--- config.mk ---
export PLATFORM = sky130hd
export DESIGN_NAME = elevator_floor_controller
export DESIGN_NICKNAME = d
export VERILOG_FILES = /design/src/rtl/elevator_floor_controller.sv
export SDC_FILE = /design/constraint.sdc
export NUM_CORES = 1
export LEC_CHECK = 0
export BUFFER_PORTS_ARGS = -buffer_cell sky130_fd_sc_hd__buf_2
export CAP_MARGIN = 20
export CORE_ASPECT_RATIO = 0.7
export CORE_MARGIN = 4
export CORE_UTILIZATION = 45
export DETAILED_ROUTE_END_ITERATION = 8
export PLACE_DENSITY = 0.69
export SLEW_MARGIN = 20
export SYNTH_ARGS = -nofsm -noshare
export SYNTH_HDL_FRONTEND = slang
export SYNTH_SLANG_ARGS = --single-unit
--- constraint.sdc ---
create_clock -name clk -period 2.3 [get_ports clk]
set_clock_uncertainty 0.05 [all_clocks]
set_input_delay 0.345 -clock clk [delete_from_list [all_inputs] [get_ports clk]]
set_output_delay 0.345 -clock clk [all_outputs]
set_load 0.02 [all_outputs]
--- src/rtl/elevator_floor_controller.sv ---
// Single-car SCAN floor controller fed by floor_position_detector; holds a pending request bitmap.
// Define FLOOR_TIMEOUT_EN to add the move watchdog that latches FAULT when the car stops reporting progress.
module elevator_floor_controller #(
    parameter int NUM_FLOORS     = 10,
    parameter int FLOOR_WIDTH    = 4,
    parameter int DOOR_CYCLES    = 8,
    parameter int TIMEOUT_CYCLES = 1000
) (
    input  logic                   clk,
    input  logic                   rst_n,
    input  logic [FLOOR_WIDTH-1:0] current_floor,
    input  logic                   floor_valid,
    input  logic                   req_valid,
    input  logic [FLOOR_WIDTH-1:0] req_floor,
    output logic                   req_ready,
    output logic                   req_err,
    output logic [NUM_FLOORS-1:0]  pending,
    output logic                   motor_up,
    output logic                   motor_down,
    output logic                   door_open,
    output logic                   arrived,
    output logic                   fault
);
    localparam int DCW = $clog2(DOOR_CYCLES + 1);
    localparam logic [DCW-1:0]         DOOR_LAST = DCW'(DOOR_CYCLES - 1);
    localparam logic [FLOOR_WIDTH-1:0] TOP_FLOOR = FLOOR_WIDTH'(NUM_FLOORS - 1);

    typedef enum logic [2:0] {IDLE, MOVE_UP, MOVE_DOWN, DOOR, FAULT} state_t;

    state_t                 state_reg;
    logic [NUM_FLOORS-1:0]  pending_reg;
    logic [NUM_FLOORS-1:0]  pending_next;
    logic [NUM_FLOORS-1:0]  set_mask;
    logic [NUM_FLOORS-1:0]  clr_mask;
    logic [FLOOR_WIDTH-1:0] pos_reg;
    logic [FLOOR_WIDTH-1:0] here;
    logic                   dir_up_reg;
    logic [DCW-1:0]         door_cnt_reg;

    logic [NUM_FLOORS-1:0]  pos_hot, cur_hot, req_hot;
    logic [NUM_FLOORS-1:0]  above_pos, below_pos, above_here, below_here;
    logic accept, door_restart, idle_stop, cur_hit;
    logic wants_up, wants_down, ahead_up, ahead_down, move_exit, wd_expire;

    assign accept  = req_valid && req_ready;
    // While between floors the last latched floor stands in for the car position.
    assign here    = floor_valid ? current_floor : pos_reg;
    assign pending = pending_reg;

    genvar gi;
    generate
        for (gi = 0; gi < NUM_FLOORS; gi = gi + 1) begin : g_floor
            localparam logic [FLOOR_WIDTH-1:0] FI = FLOOR_WIDTH'(gi);
            assign pos_hot[gi]    = (pos_reg == FI);
            assign cur_hot[gi]    = (current_floor == FI);
            assign req_hot[gi]    = accept && (req_floor == FI);
            assign above_pos[gi]  = (FI > pos_reg);
            assign below_pos[gi]  = (FI < pos_reg);
            assign above_here[gi] = (FI > here);
            assign below_here[gi] = (FI < here);
        end
    endgenerate

    assign door_restart = (state_reg == DOOR) && accept && (req_floor == pos_reg);
    assign idle_stop    = |(pending_reg & pos_hot);
    assign wants_up     = |(pending_reg & above_pos);
    assign wants_down   = |(pending_reg & below_pos);
    assign ahead_up     = |(pending_reg & above_here);
    assign ahead_down   = |(pending_reg & below_here);
    // A request landing on the floor the car is passing stops it there (arrival wins).
    assign cur_hit      = floor_valid && |((pending_reg | req_hot) & cur_hot);
    assign move_exit    = ((state_reg == MOVE_UP)   && ((here == TOP_FLOOR) || !ahead_up)) ||
                          ((state_reg == MOVE_DOWN) && ((here == '0) || !ahead_down));

    always_comb begin
        set_mask = door_restart ? '0 : req_hot;
        clr_mask = '0;
        if (state_reg == IDLE && idle_stop)
            clr_mask = pos_hot;
        else if ((state_reg == MOVE_UP || state_reg == MOVE_DOWN) && cur_hit)
            clr_mask = cur_hot;
        pending_next = (pending_reg | set_mask) & ~clr_mask;
    end

`ifdef FLOOR_TIMEOUT_EN
    localparam int WDW = $clog2(TIMEOUT_CYCLES + 1);
    logic [WDW-1:0] wd_cnt_reg;
    logic           in_move, pos_change;

    assign in_move    = (state_reg == MOVE_UP) || (state_reg == MOVE_DOWN);
    assign pos_change = floor_valid && (current_floor != pos_reg);
    assign wd_expire  = in_move && !pos_change && !cur_hit && !move_exit &&
                        (wd_cnt_reg == WDW'(TIMEOUT_CYCLES - 1));

    always_ff @(posedge clk or negedge rst_n) begin
        if (!rst_n)
            wd_cnt_reg <= '0;
        else if (!in_move || pos_change)
            wd_cnt_reg <= '0;
        else
            wd_cnt_reg <= wd_cnt_reg + 1'b1;
    end

    always_ff @(posedge clk or negedge rst_n) begin
        if (!rst_n)
            fault <= 1'b0;
        else if (wd_expire)
            fault <= 1'b1;
    end
`else
    assign wd_expire = 1'b0;
    assign fault     = 1'b0;
`endif

    always_ff @(posedge clk or negedge rst_n) begin
        if (!rst_n) begin
            state_reg    <= IDLE;
            pending_reg  <= '0;
            pos_reg      <= '0;
            dir_up_reg   <= 1'b1;
            door_cnt_reg <= '0;
            req_ready    <= 1'b0;
            req_err      <= 1'b0;
            motor_up     <= 1'b0;
            motor_down   <= 1'b0;
            door_open    <= 1'b0;
            arrived      <= 1'b0;
        end else begin
            pending_reg <= pending_next;
            if (floor_valid)
                pos_reg <= current_floor;
            req_ready  <= 1'b1;
            req_err    <= accept && !(|req_hot);
            motor_up   <= 1'b0;
            motor_down <= 1'b0;
            door_open  <= 1'b0;
            arrived    <= 1'b0;
            case (state_reg)
                IDLE: begin
                    if (idle_stop) begin
                        state_reg    <= DOOR;
                        door_cnt_reg <= DOOR_LAST;
                        door_open    <= 1'b1;
                    end else if (wants_up && (dir_up_reg || !wants_down)) begin
                        state_reg  <= MOVE_UP;
                        dir_up_reg <= 1'b1;
                        motor_up   <= 1'b1;
                    end else if (wants_down) begin
                        state_reg  <= MOVE_DOWN;
                        dir_up_reg <= 1'b0;
                        motor_down <= 1'b1;
                    end
                end
                MOVE_UP, MOVE_DOWN: begin
                    if (cur_hit) begin
                        state_reg    <= DOOR;
                        door_cnt_reg <= DOOR_LAST;
                        door_open    <= 1'b1;
                        arrived      <= 1'b1;
                    end else if (move_exit) begin
                        state_reg <= IDLE;
                    end else if (wd_expire) begin
                        state_reg <= FAULT;
                        req_ready <= 1'b0;
                    end else begin
                        motor_up   <= (state_reg == MOVE_UP);
                        motor_down <= (state_reg == MOVE_DOWN);
                    end
                end
                DOOR: begin
                    door_open <= 1'b1;
                    if (door_restart) begin
                        door_cnt_reg <= DOOR_LAST;
                    end else if (door_cnt_reg == '0) begin
                        state_reg <= IDLE;
                        door_open <= 1'b0;
                    end else begin
                        door_cnt_reg <= door_cnt_reg - 1'b1;
                    end
                end
                FAULT: begin
                    req_ready <= 1'b0;
                end
                default: state_reg <= IDLE;
            endcase
        end
    end
endmodule

* After elaboration in Yosys (flattened, before gate mapping) *
Cells that the tools add are included.

storage, ports and cells
  memories = 0
  register bits = 28
  memory bits (read-only) = 0
  bits of input ports = 12
  logic and storage cells = 189
  bits in latches = 0
  output and inout bits = 17
  RAM bits = 0

cells by class
  bitwise operators = 12
  eq/ne operators = 40
  shift operators = 0
  $lt $le $gt $ge = 40
  multiply operators = 0
  div/mod/pow operators = 0
  reductions and logical operators = 48
  mux-type cells = 37
  $add $sub $neg = 1

operators with widths
  cell                  number
  $and A10 B10 Y10      7
  $reduce_or A10 Y1     7
  $eq A4 B3 Y1 const B  12
  $gt A3 B4 Y1 const A  8
  $lt A3 B4 Y1 const A  8
  $mux W10              3
  $eq A4 B4 Y1 const B  7
  $eq A4 B2 Y1 const B  6
  $mux W3               7
  $logic_and A1 B1 Y1   20
  $logic_not A4 Y1      5
  $mux W4               5
  $or A10 B10 Y10       2
  $mux W1               17
  $gt A1 B4 Y1 const A  4
  $gt A2 B4 Y1 const A  4
  $gt A4 B4 Y1 const A  4
  $lt A1 B4 Y1 const A  4
  $lt A2 B4 Y1 const A  4
  $lt A4 B4 Y1 const A  4
  $eq A4 B1 Y1 const B  3
  $pmux W3 S4           1
  $pmux W4 S3           1
  $not A10 Y10          1
  other kinds (21)      34

* Longest topological paths before layout *
  word-level depth = 11
  mapped depth = 10
  depth with buffers taken out = 8

* Least setup slack after synthesis *
Ideal clock, no wire load.

  path kind = register to register
  start point = reg req_ready
  end point = reg state_reg[0]
  path slack = -0.081 ns
  buffers on the path = 1
  arrival time = 2.204 ns
  data required time = 2.122 ns
  stages on the path, launching flop included = 9
  library setup time = 0.128 ns
  clock period less this slack = 2.381 ns
  cells stage by stage = dfrtp_1 -> and4b_1 -> buf_6 -> a311oi_2 -> nor4_1 -> or3_4 -> o31ai_4 -> a221oi_2 -> mux2_1

between the ends
  word-level cells in the longest chain between the ends = 8
  elaborated cells between the ends (all ways) = 22
  classes of those cells = 2 x eq/ne; 2 x mux; 2 x bitwise; 16 x reduce/logical

ends and longest elaborated chain
  what                                                               RTL line  source
  start, declared                                                    15        output logic req_ready,
  start signal, assigned                                             122       req_ready <= 1'b0;
  start signal, assigned                                             132       req_ready <= 1'b1;
  start signal, assigned                                             164       req_ready <= 1'b0;
  $logic_and A1 B1 Y1 (*)                                            45        assign accept = req_valid && req_ready;
  $logic_and A1 B1 Y1                                                56        assign req_hot[gi] = accept && (req_floor == FI);
  $or A10 B10 Y10                                                    71        assign cur_hit = floor_valid && |((pending_reg | req_hot) & cur_hot);
  $and A10 B10 Y10                                                   71
  $reduce_or A10 Y1                                                  71
  $logic_and A1 B1 Y1                                                71
  $ne A3 B3 Y1 (no line) / $mux W3 (equally long branches)           n/a
  $reduce_and A5 Y1 (no line) / $pmux W3 S4 (equally long branches)  n/a
  end signal, assigned                                               117       state_reg <= IDLE;
  end signal, assigned                                               141       state_reg <= DOOR;
  end signal, assigned                                               145       state_reg <= MOVE_UP;
  end, declared                                                      30        state_t state_reg;

Mark *: on every way between the ends. The rest lies on a longest branch, timed or not.
A chain may end at the register's enable or synchronous reset.

* Final worst setup path *
  start point = reg req_ready
  end point = reg pending_reg[6] (netlist: pending[6])

between the ends
  word-level cells in the longest chain between the ends = 11
  elaborated cells between the ends (all ways) = 24
  classes of those cells = 3 x mux; 5 x bitwise; 16 x reduce/logical

ends and longest elaborated chain
  what                       RTL line  source
  $logic_and A1 B1 Y1 (*)    45
  $logic_and A1 B1 Y1        56
  $or A10 B10 Y10            71
  $and A10 B10 Y10           71
  $reduce_or A10 Y1          71
  $logic_and A1 B1 Y1        71
  $logic_and A1 B1 Y1        80        else if ((state_reg == MOVE_UP || state_reg == MOVE_DOWN) && cur_hit)
  $mux W10                   80
  $mux W10                   78        if (state_reg == IDLE && idle_stop)
  $not A10 Y10               82        pending_next = (pending_reg | set_mask) & ~clr_mask;
  $and A10 B10 Y10 (*)       82
  named net pending_next[6]  32        logic [NUM_FLOORS-1:0] pending_next;
  end signal, assigned       129       pending_reg <= pending_next;
  end, declared              31        logic [NUM_FLOORS-1:0] pending_reg;

The timed path passes the listed nets; every way through them passes the cells marked *.

==> summary.md <==
| Metric | Value |
|---|---|
| Status | finished, violations left |
| Failing checks | setup timing |
| Clock Latency Late Sink | 0.30 ns |
| Die ar. | 0.00669 mm2 |
| Critical path launch point type | flip-flop |
| Fmax | 0.410 GHz |
| Area leader, netlist | dfrtp_1 |
| Final Hold Viols | 0 |
| Mean post-synth cell area | 8.19 um2 |
| Remaining global-route overflow | 0 |
| Num rows | 22 |
| CTS tree | yes |
| Initial antenna violation count | 0 |
| Post-route ant nets | 0 |
| Critical path endpoint category | flip-flop |
| Finished layout cell area | 0.00376 mm2 |
| Leakage Power | 1.68 nW |
| Largest net degree at the start of global routing | 28 |
| Clock Power Share | 0.083 |
| Synthesized Nets | 315 |
| Clock-pin slew on the worst setup and hold paths | 0.11 ns |
| Crit path kind | flip-flop to flip-flop |
| Root Driver | clkbuf_8 |
| Total iterations of the first detailed-routing run | 5 |
| Worst min path class | primary input to async pin |
| Diodes inserted | 0 |
| Max-cap violation count | 0 |
| Sequential share of the synthesized area | 0.277 |
| Worst-margin pin slew | 0.687 ns |
| Initial Util | 0.464 |
| Gpl congestion | 0.986 |
| Setup violators final | 15 |
| First-pass GRT wire length | 14.9 mm |
| Post-synth top area share | 0.267 |
| Final slew viol count | 0 |
| Gate power share | 0.678 |
| Commonest cells after routing, fill and taps aside | 92 x buf_4, 27 x buf_2, 22 x dfrtp_1 |
| H-tree depth | 1 |
| P_int | 1.93 mW |
| Tmin final | 2.44 ns |
| Yosys reg bits | 27 |
| Placeable Area | 0.00526 mm2 |
| Routed len/inst | 21.0 um |
| Top cells by area, synth | dfrtp_1 27%, a21oi_1 4.7%, a221oi_2 3.7%, nand2_1 3.5%, inv_1 3.1% |
| DP HPWL | 6.97 mm |
| Most common cell after layout, fill and taps aside | buf_4 |
| Worst Path Arrival | 2.55 ns |
| Clock sinks | 27 |
| CTS Buf Count | 3 |
| Max reg flops | 10 |
| Die Y | 69.6 um |
| Hold_buf cts | 0 |
| Final total power | 3.71 mW |
| Vias in the first global route | 2,809 |
| Total net switching power | 1.78 mW |
| DP Area | 0.00325 mm2 |
| Area Growth Syn to Fin | 54.2% |
| I/O Buffers | 27 |
| Syn Inst Count | 298 |
| Vias per Instance | 6.51 |
| Power Density | 986 mW/mm2 |
| Yosys warns | 0 |
| Slew headroom | 0.542 |
| Tcrit/Tclk final | 1.06 |
| Worst IR Drop VDD | 385 uV |
| Via count | 3,120 |
| Switching share of power | 0.479 |
| Synth cell types | 70 |
| Post-synth ARST share | 1.00 |
| Clk buf depth | 2 |
| Crit-path max FO | 6 |
| GRT Util Overall | 0.285 |
| Drt initial violations | 322 |
| I/O pin cnt | 29 |
| Mapped Area | 0.00244 mm2 |
| Critical Path RT | 2.42 ns |
| Flop pwr share | 0.239 |
| Primary FF master, synth | dfrtp_1 |
| Die Wd | 96.0 um |
| Post-synth EDFFs | 0 |
| Layout cell share with drive strength beyond 1 | 0.533 |
| RSZ-0062 raised after global routing | true |
| Nets | 425 |
| Drt total wl | 10.1 mm |
| PnR worst setup slack | -0.138 ns |
| Residual DRC | 0 |
through the flow:
step           hold slack [ns]  setup slack (ns)  TNS (ns)  std cells  utilization
2_1_floorplan        -0.000591           0.00216         0        298            -
3_3_place_gp             0.358            -0.210     -2.11        462        0.618
3_5_place_dp             0.361            -0.270     -2.99        462        0.618
4_1_cts                 0.0420           -0.0478   -0.0720        475        0.669
5_1_grt                 0.0744            -0.186     -2.07        479        0.716
6_report                0.0228            -0.138     -1.22        479        0.716
worst max-delay path, stage by stage (launching register included):
cell and delay (ns):
dfrtp_2 0.41, and4b_2 0.35, a211oi_2 0.12, nor4b_2 0.31
a31o_2 0.22, o211ai_4 0.10, buf_6 0.15, nor4b_4 0.42
a31oi_1 0.17
routing by layer:
layer	share of wire	global-route usage
met5	0	0
met4	0.030	0.0662
met3	0.12	0.0510
met2	0.43	0.398
met1	0.42	0.446
cells in the mapped netlist (all sizes together) (2+ instances only):
| cell type | n |
|---|---|
| nand2b | 3 |
| o41ai | 3 |
| conb | 2 |
| clkbuf | 8 |
| nand4 | 2 |
| xor2 | 3 |
| a31oi | 8 |
| nor2b | 7 |
| and2 | 2 |
| nor4 | 6 |
| a21oi | 23 |
| nor3 | 10 |
| a21o | 2 |
| and4b | 2 |
| inv | 21 |
| and3 | 3 |
| o211ai | 3 |
| a221o | 2 |
| nor2 | 20 |
| o221ai | 2 |
| nor4b | 4 |
| a31o | 2 |
| or4 | 2 |
| mux2i | 3 |
| mux2 | 2 |
| or3b | 2 |
| nand2 | 23 |
| o21ai | 16 |
| a211oi | 10 |
| o31ai | 5 |
| nand3 | 11 |
| o22ai | 4 |
| ha | 5 |
| a41oi | 2 |
| a311oi | 2 |
| buf | 17 |
| dfrtp | 26 |
| a221oi | 10 |
| o22a | 2 |
| or3 | 4 |
power groups by stage:
stage / sequential (mW) / clock, mW / combinational [mW]
after floorplan: 0.912 / 0 / 1.07
after global placement: 0.858 / 0 / 2.00
after detailed placement: 0.859 / 0 / 2.04
after CTS: 0.847 / 0.303 / 2.19
after global routing: 0.899 / 0.332 / 2.65
final: 0.886 / 0.309 / 2.52
worst paths after layout:
kind	from	to	slack (ns)	cells past startpoint
min in group clk	req_valid	req_err	0.28	2
max in group asynchronous	rst_n	pos_reg[3]	1.70	1
setup reg to reg	req_ready	pending[6]	-0.14	8
hold reg to reg	door_cnt_reg[1]	door_cnt_reg[1]	0.49	1
hold / removal	rst_n	req_err	0.02	1
setup / recovery	req_ready	pending[6]	-0.14	8
cells by family after synthesis:
group / Yosys count / synth area share
flops: 27 / 0.277
simple gates: 106 / 0.243
buf+inv: 46 / 0.0851
mux: 5 / 0.0215
other cells: 2 / 0.00308
xor+xnor: 4 / 0.0144
compound gates: 103 / 0.330
fa+ha+maj: 5 / 0.0256
cell type report:
| class | instances | area [um2] |
|---|---|---|
| repair buffers | 130 | 985 |
| clock buffers | 3 | 41.3 |
| flip-flops and latches | 27 | 682 |
| clock inverters | 1 | 7.51 |
| well taps | 72 | 90.1 |
| fillers | 404 | 1490 |
| inverters | 21 | 78.8 |
| multi-input cells | 225 | 1880 |
repair_timing:
item / 4_1_cts / 5_1_grt
pin swaps: 10 / 32
setup buffers: 9 / 4
setup endpoints to repair: 15 / 17
cloned: 0 / 0
gates resized for setup: 31 / 45
(Power assumes the default switching activity.)
